--- src/rtl/branch_resolve_unit.sv ---
// branch_resolve_unit: in-order queue of predicted branches, resolves head vs outcome, emits predictor updates and mispredict redirects
module branch_resolve_unit #(
    parameter int DEPTH    = 4,
    parameter int PC_W     = 32,
    parameter int GHR_BITS = 8,
    parameter int CNT_W    = 16
) (
    input  logic                     clk,
    input  logic                     rst,
    input  logic                     pred_valid,
    input  logic [PC_W-1:0]          pred_pc,
    input  logic                     pred_taken,
    input  logic [PC_W-1:0]          pred_target,
    input  logic [GHR_BITS-1:0]      pred_ghr,
    output logic                     pred_ready,
    input  logic                     res_valid,
    input  logic                     res_taken,
    input  logic [PC_W-1:0]          res_target,
    output logic                     res_ready,
    output logic                     upd_valid,
    output logic [7:0]               upd_address,
    output logic                     upd_taken,
    output logic [GHR_BITS-1:0]      upd_ghr,
    output logic                     mispredict,
    output logic [PC_W-1:0]          redirect_pc,
    output logic [$clog2(DEPTH):0]   occupancy,
    output logic [CNT_W-1:0]         branch_cnt,
    output logic [CNT_W-1:0]         miss_cnt
);
    localparam int AW = $clog2(DEPTH);

    logic [PC_W-1:0]     pc_mem  [DEPTH];
    logic                tk_mem  [DEPTH];
    logic [PC_W-1:0]     tg_mem  [DEPTH];
    logic [GHR_BITS-1:0] ghr_mem [DEPTH];
    logic [AW-1:0]       wr_ptr, rd_ptr;
    logic [AW:0]         count;
    logic                push, pop, miss;
    logic [PC_W-1:0]     head_pc, head_tg;
    logic                head_tk;

    assign occupancy  = count;
    assign pred_ready = count != (AW+1)'(DEPTH);
    assign res_ready  = count != '0;
    assign push       = pred_valid & pred_ready;
    assign pop        = res_valid & res_ready;
    assign head_pc    = pc_mem[rd_ptr];
    assign head_tk    = tk_mem[rd_ptr];
    assign head_tg    = tg_mem[rd_ptr];

    // Compare the head entry's prediction against the resolved outcome
    always_comb begin
        miss = (head_tk != res_taken) | (head_tk & res_taken & (head_tg != res_target));
    end

    // Entry storage needs no reset; validity is tracked by the pointers
    always_ff @(posedge clk) begin
        if (push) begin
            pc_mem[wr_ptr]  <= pred_pc;
            tk_mem[wr_ptr]  <= pred_taken;
            tg_mem[wr_ptr]  <= pred_target;
            ghr_mem[wr_ptr] <= pred_ghr;
        end
    end

    // Queue pointers and occupancy; a mispredicting pop flushes everything younger including a same-cycle push
    always_ff @(posedge clk) begin
        if (rst) begin
            wr_ptr <= '0;
            rd_ptr <= '0;
            count  <= '0;
        end else if (pop && miss) begin
            rd_ptr <= wr_ptr;
            count  <= '0;
        end else begin
            if (push) wr_ptr <= wr_ptr + 1'b1;
            if (pop) rd_ptr <= rd_ptr + 1'b1;
            count <= count + {{AW{1'b0}}, push} - {{AW{1'b0}}, pop};
        end
    end

    // Register the resolution result: one-cycle strobes, held update fields, saturating statistics
    always_ff @(posedge clk) begin
        if (rst) begin
            upd_valid   <= 1'b0;
            upd_address <= '0;
            upd_taken   <= 1'b0;
            upd_ghr     <= '0;
            mispredict  <= 1'b0;
            redirect_pc <= '0;
            branch_cnt  <= '0;
            miss_cnt    <= '0;
        end else begin
            upd_valid  <= pop;
            mispredict <= pop & miss;
            if (pop) begin
                upd_address <= head_pc[7:0];
                upd_taken   <= res_taken;
                upd_ghr     <= ghr_mem[rd_ptr];
                redirect_pc <= res_taken ? res_target : head_pc + PC_W'(4);
                branch_cnt  <= &branch_cnt ? branch_cnt : branch_cnt + 1'b1;
                if (miss && !(&miss_cnt)) miss_cnt <= miss_cnt + 1'b1;
            end
        end
    end
endmodule

--- config.mk ---
export PLATFORM = sky130hd
export DESIGN_NAME = branch_resolve_unit
export DESIGN_NICKNAME = d
export VERILOG_FILES = /design/src/rtl/branch_resolve_unit.sv
export SDC_FILE = /design/constraint.sdc
export NUM_CORES = 1
export LEC_CHECK = 0
export ABC_CLOCK_PERIOD_IN_PS = 8510
export CAP_MARGIN = 10
export CELL_PAD_IN_SITES_DETAIL_PLACEMENT = 0
export CELL_PAD_IN_SITES_GLOBAL_PLACEMENT = 2
export CORE_UTILIZATION = 43
export CTS_CLUSTER_SIZE = 25
export DETAILED_ROUTE_END_ITERATION = 7
export PLACE_DENSITY_LB_ADDON = 0.3
export SLEW_MARGIN = 10
export SYNTH_ARGS = -nofsm -noshare
export SYNTH_HDL_FRONTEND = slang
export SYNTH_SLANG_ARGS = --single-unit
--- constraint.sdc ---
create_clock -name clk -period 8.51 [get_ports clk]
set_input_delay 1.702 -clock clk [delete_from_list [all_inputs] [get_ports clk]]
set_output_delay 1.702 -clock clk [all_outputs]
set_load 0.05 [all_outputs]
==> qor.csv, run 1 <==
metric;value;unit
endpoint_kind;flop;
crit_path_start_kind;flop;
drt_first_pass_iters;4;
synth-seq-area-share;68.22;%
cts.path.max_buffers;3;
wl;37590;um
drive_gt1_share;13.33;%
hold_viol_final;0;
grt.total_usage;20.60;%
grt_pass1_wl;55410;um
avgViaCountPerCell;5.320;
yosysUniqueCellTypes;59;
p_total;5.617;mW
coreArea;0.03557;mm^2
min_path_cells;2;
num_vias;9044;
cts_resized;0;
min_to;upd_ghr[7];
period_share;46.95;%
grt_overflow_total;0;
rr_endpoint;miss_cnt[10];
path_clk_slew;0.06;ns
avgSynthCellArea;15.51;um^2
peakVddDrop;266.7;uV
grt_pass1_vias;8913;
async_flop_share;0;%
multiInputGateArea;0.004643;mm^2
die_area;0.03693;mm^2
hpwlAfterDp;25270;um
die_w;192.2;um
place_congestion;0.7527;
n_fill_cell;2980;
ctsHtreeMaxLevel;2;
seqCellArea;0.01062;mm^2
final_nets;1328;
final_common_cell;edfxtp_1;
power.leakage;6.266;nW
min_period;3.995;ns
powerDensity;290.9;mW/mm^2
synth-seq-cells;384;
relSlewSlack;40.69;%
cts_tree;done;
final_cells;1700;
numCtsBuffers;42;
skew;0.01854;ns
setup_viol;0;
antenna_left;0;
syn_area;0.01555;mm^2
syn_to_final_growth;24.16;%
clock_sinks;384;
cap_violations;0;
outcome;finished, final reports clean;
rows;69;
avgRoutedWirePerCell;22.11;um
start_util;43.72;%
cp_data_arrival_time;4.41;ns
drc;0;
antenna_found_initial;1;
die_y;192.2;um
setup_tns;0;ns
drt_iter0_markers;476;
clock.fmax;0.2503;GHz
worstSkewPairLatency;0.53;ns
tightest_slew;0.8886;ns
rsz0062_at_grt;no;
synthFlopType;edfxtp_1;
post_cts_buffers;0;
min_from;upd_ghr[7];
placedCellCount;1624;
synth_edf_count;292;
ff2ff_setup_slack;4.51;ns
port_buffers;197;
required;8.93;ns
crit_fanout;40;
synth_cells;1003;
criticalPathCategory;reg -> reg;
ctsRootBufferMaster;clkbuf_16;
drv_slew;0;
yosys_warnings;0;
worstHoldPathType;reg -> reg;
layout_common_cells;edfxtp_1 (292), clkdlybuf4s50_1 (196), nand2_1 (99);
stdcell_area;0.01931;mm^2
dpl-instance-area;0.01796;mm^2
grt_max_degree;57;
pin_count;198;
hold_buffers;0;
syn_nets;1124;
worstRegToRegCells;9;
-- Yosys cell counts (all sizes together) (7+ instances only) --
cell	instances	area, um^2
and4	7	61.31
ha	10	125.1
mux4	73	1644
a31oi	19	118.9
inv	17	63.81
nor2	43	176.4
clkbuf	30	112.6
xor2	30	262.8
and3	15	93.84
nand3	27	135.1
dfxtp	92	1842
mux2	7	82.57
nand4	25	162.6
xnor2	49	429.2
a21oi	38	193.9
o21ai	31	155.2
nor3	20	105.1
and2	10	62.56
edfxtp	292	8768
nor2b	7	43.79
nand2	100	375.4
buf	19	145.1
mux2i	7	70.07
-- flip-flops by register name, summed over array words and instances, names as in the netlist, named ones only --
name and count:
pc_mem 128, tk_mem 4, miss_cnt 16, upd_ghr 8, tg_mem 128, rd_ptr 2
upd_taken 1, redirect_pc 32, upd_valid 1, wr_ptr 2, branch_cnt 16, occupancy 3
ghr_mem 32, mispredict 1, upd_address 8
-- worst max-delay path by stage --
stage	slack, ns	endpoint	cells after the start	start
2_1_floorplan	4.61	ghr_mem[1][0]	1	pred_valid
3_3_place_gp	4.25	miss_cnt[10]	10	res_valid
3_5_place_dp	4.24	miss_cnt[10]	10	res_valid
4_1_cts	4.44	miss_cnt[8]	9	flop
5_1_grt	4.16	miss_cnt[10]	9	flop
6_report	4.51	miss_cnt[10]	9	flop
-- power by group --
part           internal [mW]  switching [mW]  total [mW]
Clock                   1.07           0.700        1.77
Sequential              2.27           0.147        2.42
Combinational          0.557           0.866        1.42
Total                   3.90            1.71        5.62
-- cell type report --
class	instances	area share, %
multi-input cells	553	24.05
clock buffers	51	5.728
inverters	17	0.3305
flip-flops and latches	384	54.97
well taps	461	2.987
repair buffers	209	10.67
clock inverters	24	1.257
diodes	1	0.01296
-- metrics by stage --
step,util (%),setup WS (ns),hold WS [ns]
after floorplan,-,4.611,0.4867
after global placement,50.49,4.250,0.4403
after detailed placement,50.49,4.241,0.4470
after CTS,54.28,4.444,0.4553
after global routing,54.29,4.161,0.4793
final,54.29,4.515,0.4530
-- worst max-delay path, stage by stage, from the launching register on --
cell     delay (ns)
dfxtp_4        0.89
buf_4          0.62
mux4_2         0.59
xnor2_1        0.28
nand4_1        0.19
nor4_4         0.46
a31oi_1        0.15
buf_4          0.21
nand4_1        0.11
mux2_1         0.32
-- layer usage --
layer | vias up | GRT usage [%] | part of all wire, %
met4 | 0 | 5.663 | 2.1
met1 | 4508 | 28.58 | 44
li1 | 4237 | - | -
met2 | 248 | 33.30 | 48
met5 | - | 0 | 0
met3 | 51 | 3.746 | 5.5
-- logic make-up after synthesis --
logic type	count (synthesis)	synth area share, %
adders and majority gates	11	0.9332
muxes	87	11.55
AOI/OAI and AO/OA	107	4.031
and+or+nand+nor	269	8.745
buffers and inverters	66	2.068
xor gates and xnor gates	79	4.449
DFF	384	68.22
No activity file was read; power rests on OpenSTA's default activity.
==> run 2: changes to the inputs <==
ABC_CLOCK_PERIOD_IN_PS = 4100   (was 8510)
CORE_UTILIZATION = 40   (was 43)
clock period = 4.1 ns   (was 8.51 ns; I/O delays follow)
==> run 2 against run 1 <==
Final area is 1.0% higher. Highest routed layer is now met5. Sequential power rose by 110%. Global-route usage down 0.17 points. First-iteration DRC count increased by 12%. Clock power rose by 110%. Largest cell class unchanged. Total power increased by 110%.
==> qor.csv, run 2 (same netlist as run 1, synthesis figures left out) <==
metric;value;unit
outcome;finished, final reports clean;
grt.total_usage;20.43;%
ctsHtreeMaxLevel;2;
critPathTopFamily;multiplexers;
crit_fanout;17;
worstRegToRegCells;9;
placedCellCount;1681;
die_w;199.2;um
grt_overflow_total;0;
critPathBufInv;2;
required;4.53;ns
hpwlAfterDp;26570;um
cp_slowest_cell;dfxtp_4;
die_y;199.2;um
min_from;upd_ghr[0];
place_congestion;0.7508;
worstHoldPathType;reg -> reg;
rows;71;
numCtsBuffers;42;
p_comb_share;25.9;%
port_buffers;197;
ctsRootBufferMaster;clkbuf_16;
avgRoutedWirePerCell;22.36;um
drt_first_pass_iters;6;
die_area;0.03967;mm^2
layout_common_cells;edfxtp_1 (292), clkdlybuf4s50_1 (196), nand2_1 (99);
clock.fmax;0.3125;GHz
wl;39340;um
num_vias;9215;
pwr-share-seq;42.4;%
grt_pass1_vias;9441;
clock_sinks;384;
crit_path_start_kind;flop;
powerDensity;601.3;mW/mm^2
min_path_cells;2;
ff2ff_setup_slack;0.90;ns
cp_data_arrival_time;3.63;ns
rr_endpoint;miss_cnt[8];
grt_max_degree;69;
setup_tns;0;ns
switchingPower;3.599;mW
period_share;78.05;%
slowest_delay;0.57;ns
power.leakage;6.330;nW
post_cts_buffers;0;
avgViaCountPerCell;5.239;
grt_pass1_wl;59150;um
tightest_slew;0.8576;ns
peakVddDrop;436.6;uV
pin_count;198;
drive_gt1_share;14.03;%
final_cells;1759;
min_to;upd_ghr[0];
cts_resized;0;
reg_top3;pc_mem: 128 flops, tg_mem: 128 flops;
worstSkewPairLatency;0.56;ns
drt_iter0_markers;535;
skew;0.02988;ns
path_clk_slew;0.06;ns
antenna_left;0;
setup_viol;0;
drv_slew;0;
power_switching_share;30.69;%
relSlewSlack;42.83;%
holdWs;0.4530;ns
cts_tree;done;
hold_buffers;0;
cap_violations;0;
hold_viol_final;0;
criticalPathCategory;reg -> reg;
intPower;8.129;mW
drc;0;
final_common_cell;edfxtp_1;
coreArea;0.03793;mm^2
rsz0062_at_grt;no;
final_nets;1335;
endpoint_kind;flop;
cts.path.max_buffers;3;
p_clk_share;31.8;%
syn_to_final_growth;25.41;%
start_util;41.00;%
cp_cell_sequence;buf_4, mux4_2, xnor2_1, nand4_1, nor4_4, a31oi_1, buf_4, nand4_1, mux2_2;
antenna_found_initial;3;
min_period;3.200;ns
## run 2: worst max path at each step
stage | cells after the start | endpoint | start
after floorplan | 3 | ghr_mem[0][0] | occupancy[1]
after global placement | 8 | miss_cnt[8] | res_target[28]
after detailed placement | 8 | miss_cnt[8] | res_target[28]
after CTS | 9 | miss_cnt[8] | flop
after global routing | 9 | miss_cnt[8] | flop
final | 9 | miss_cnt[8] | flop
## run 2: power groups by stage
stage / clock network (mW) / registers [mW] / logic (mW)
2_1_floorplan: 0 / 5.46 / 1.61
3_3_place_gp: 0 / 5.04 / 3.07
3_5_place_dp: 0 / 5.06 / 3.08
4_1_cts: 3.81 / 4.98 / 3.09
5_1_grt: 3.97 / 5.02 / 3.27
6_report: 3.72 / 4.97 / 3.03
## run 2: worst register-to-register path: cells and delay by family, from the launching register on
| family | cells | cell delay, ns |
|---|---|---|
| flip-flops | 1 | 0.57 |
| XOR/XNOR | 1 | 0.17 |
| multiplexers | 2 | 0.88 |
| buffers and inverters | 2 | 0.55 |
| AO/OA/AOI/OAI | 1 | 0.17 |
| AND/OR/NAND/NOR | 3 | 0.76 |
## run 2: stage by stage
step | instance area [um^2] | power [mW] | setup WS (ns) | utilization, %
after detailed placement | 18140 | 8.140 | 0.6891 | 47.81
after floorplan | 15550 | 7.064 | 0.5805 | -
after global placement | 18140 | 8.117 | 0.7178 | 47.81
final | 19510 | 11.73 | 0.9002 | 51.42
after global routing | 19500 | 12.26 | 0.6789 | 51.41
after CTS | 19500 | 11.88 | 0.8738 | 51.41
## run 2: routing by layer
metal  vias up  wire [um]  track usage [%]
met2       304      18910            33.19
met4         2        924            5.726
met5         -         13                0
met3        59       2496            4.152
met1      4599      16990            27.81
li1       4251          -                -
## run 2: cell type report
| type | count | area (um^2) |
|---|---|---|
| Tap cell | 511 | 639.4 |
| Sequential cell | 384 | 10620 |
| Timing Repair Buffer | 216 | 2175 |
| Clock inverter | 14 | 165.2 |
| Multi-Input combinational cell | 553 | 4643 |
| Clock buffer | 63 | 1201 |
| Antenna cell | 1 | 2.502 |
| Fill cell | 3227 | 18430 |
| Inverter | 17 | 63.81 |
==> run 3: changes to the inputs <==
ABC_CLOCK_PERIOD_IN_PS = 3000   (was 4100)
clock period = 3 ns   (was 4.1 ns; I/O delays follow)
==> run 3 against run 2 <==
Die area is the same. Clock skew shrank 0.0092 ns. Global-route usage decreased by 0.095 points. Critical path type unchanged. Hold slack lost 0.0071 ns.
==> qor.csv, run 3 (same netlist as run 1, synthesis figures left out) <==
metric;value;unit
worstHoldPathType;in -> reg;
hold_viol_final;0;
ctsRootBufferMaster;clkbuf_16;
power.leakage;6.558;nW
antenna_left;0;
required;3.42;ns
layout_common_cells;edfxtp_1 (292), clkdlybuf4s50_1 (196), nand2_1 (99);
peakVddDrop;560.1;uV
intPower;11.30;mW
pin_count;198;
p_comb_share;27.8;%
final_common_cell;edfxtp_1;
place_congestion;0.8034;
die_w;199.2;um
grt_pass1_wl;58820;um
cp_data_arrival_time;3.29;ns
min_path_cells;2;
cts_tree;done;
path_clk_slew;0.06;ns
drv_slew;0;
clock.fmax;0.3480;GHz
port_buffers;197;
worstRegToRegCells;9;
ctsHtreeMaxLevel;2;
cap_violations;0;
coreArea;0.03793;mm^2
grt_overflow_total;0;
drive_gt1_share;17.00;%
setup_tns;0;ns
grt.total_usage;20.34;%
antenna_found_initial;3;
holdWs;0.4459;ns
grt_max_degree;44;
crit_path_start_kind;flop;
outcome;finished, final reports clean;
num_vias;9404;
power_switching_share;30.73;%
n_fill_cell;3207;
hpwlAfterDp;27760;um
p_total;16.31;mW
pwr-share-seq;41.4;%
criticalPathCategory;reg -> reg;
tightest_slew;0.7546;ns
reg_top3;pc_mem: 128 flops, tg_mem: 128 flops;
wl;40150;um
setup_viol;0;
ff2ff_setup_slack;0.13;ns
relSlewSlack;49.62;%
clock_sinks;384;
endpoint_kind;flop;
rr_endpoint;miss_cnt[7];
worstSkewPairLatency;0.55;ns
min_from;rst;
skew;0.02064;ns
drc;0;
switchingPower;5.013;mW
final_cells;1794;
numCtsBuffers;41;
placedCellCount;1709;
die_area;0.03967;mm^2
grt_pass1_vias;9319;
p_clk_share;30.9;%
min_period;2.874;ns
drt_iter0_markers;489;
syn_to_final_growth;28.36;%
drt_first_pass_iters;5;
crit_fanout;9;
avgViaCountPerCell;5.242;
rows;71;
start_util;41.00;%
final_nets;1370;
die_y;199.2;um
period_share;95.79;%
powerDensity;817.1;mW/mm^2
min_to;branch_cnt[1];
final_util;52.63;%
seqCellArea;0.01062;mm^2
cts.path.max_buffers;3;
multiInputGateArea;0.004712;mm^2
avgRoutedWirePerCell;22.38;um
run 3: repair_timing:
item                       in CTS  in global routing
cloned                          0                  2
pin swaps                       1                  2
hold buffers                    0                  0
buffers inserted                0                  6
resized for setup               2                  5
setup endpoints to repair       7                 18
run 3: worst max-delay path by stage:
stage / end / slack (ns) / startpoint
detailed placement: miss_cnt[8] / -0.09 / res_target[9]
CTS: occupancy[1] / 0.04 / flop
global route: rd_ptr[0] / -0.01 / flop
global placement: miss_cnt[8] / -0.09 / res_target[11]
floorplan: miss_cnt[10] / 0.03 / flop
finish: miss_cnt[7] / 0.13 / flop
run 3: power groups by stage:
stage | sequential (mW) | clock, mW | combinational [mW]
2_1_floorplan | 7.44 | 0 | 2.22
3_3_place_gp | 6.84 | 0 | 4.44
3_5_place_dp | 6.86 | 0 | 4.45
4_1_cts | 6.76 | 5.14 | 4.47
5_1_grt | 6.82 | 5.33 | 4.83
6_report | 6.75 | 5.04 | 4.53
run 3: worst max-delay path, stage by stage, from the launching register on:
cell       delay [ns]
dfxtp_4          0.42
buf_12           0.12
clkbuf_16        0.16
mux4_2           0.51
xnor2_1          0.18
nand4_1          0.20
nor4_4           0.39
a31oi_2          0.28
nand3_1          0.17
mux2_1           0.32
run 3: per-layer routing:
layer	part of all wire (%)	global-route usage, %	vias up
li1	-	-	4338
met1	43	27.19	4708
met2	49	33.81	297
met3	6.2	3.662	57
met4	2.0	6.040	4
met5	0.057	0	-
run 3: cell type report:
class | instances | area share [%]
Clock buffer | 51 | 5.591
Inverter | 17 | 0.3196
Tap cell | 511 | 3.203
Antenna cell | 1 | 0.01254
Clock inverter | 25 | 1.103
Sequential cell | 384 | 53.18
Multi-Input combinational cell | 553 | 23.60
Timing Repair Buffer | 252 | 12.99
run 3: through the flow:
| step | area [um^2] | setup WS, ns |
|---|---|---|
| finish | 19960 | 0.1262 |
| detailed placement | 18470 | -0.09099 |
| global route | 19960 | -0.01074 |
| global placement | 18470 | -0.09358 |
| CTS | 19820 | 0.03866 |
| floorplan | 15580 | 0.02588 |
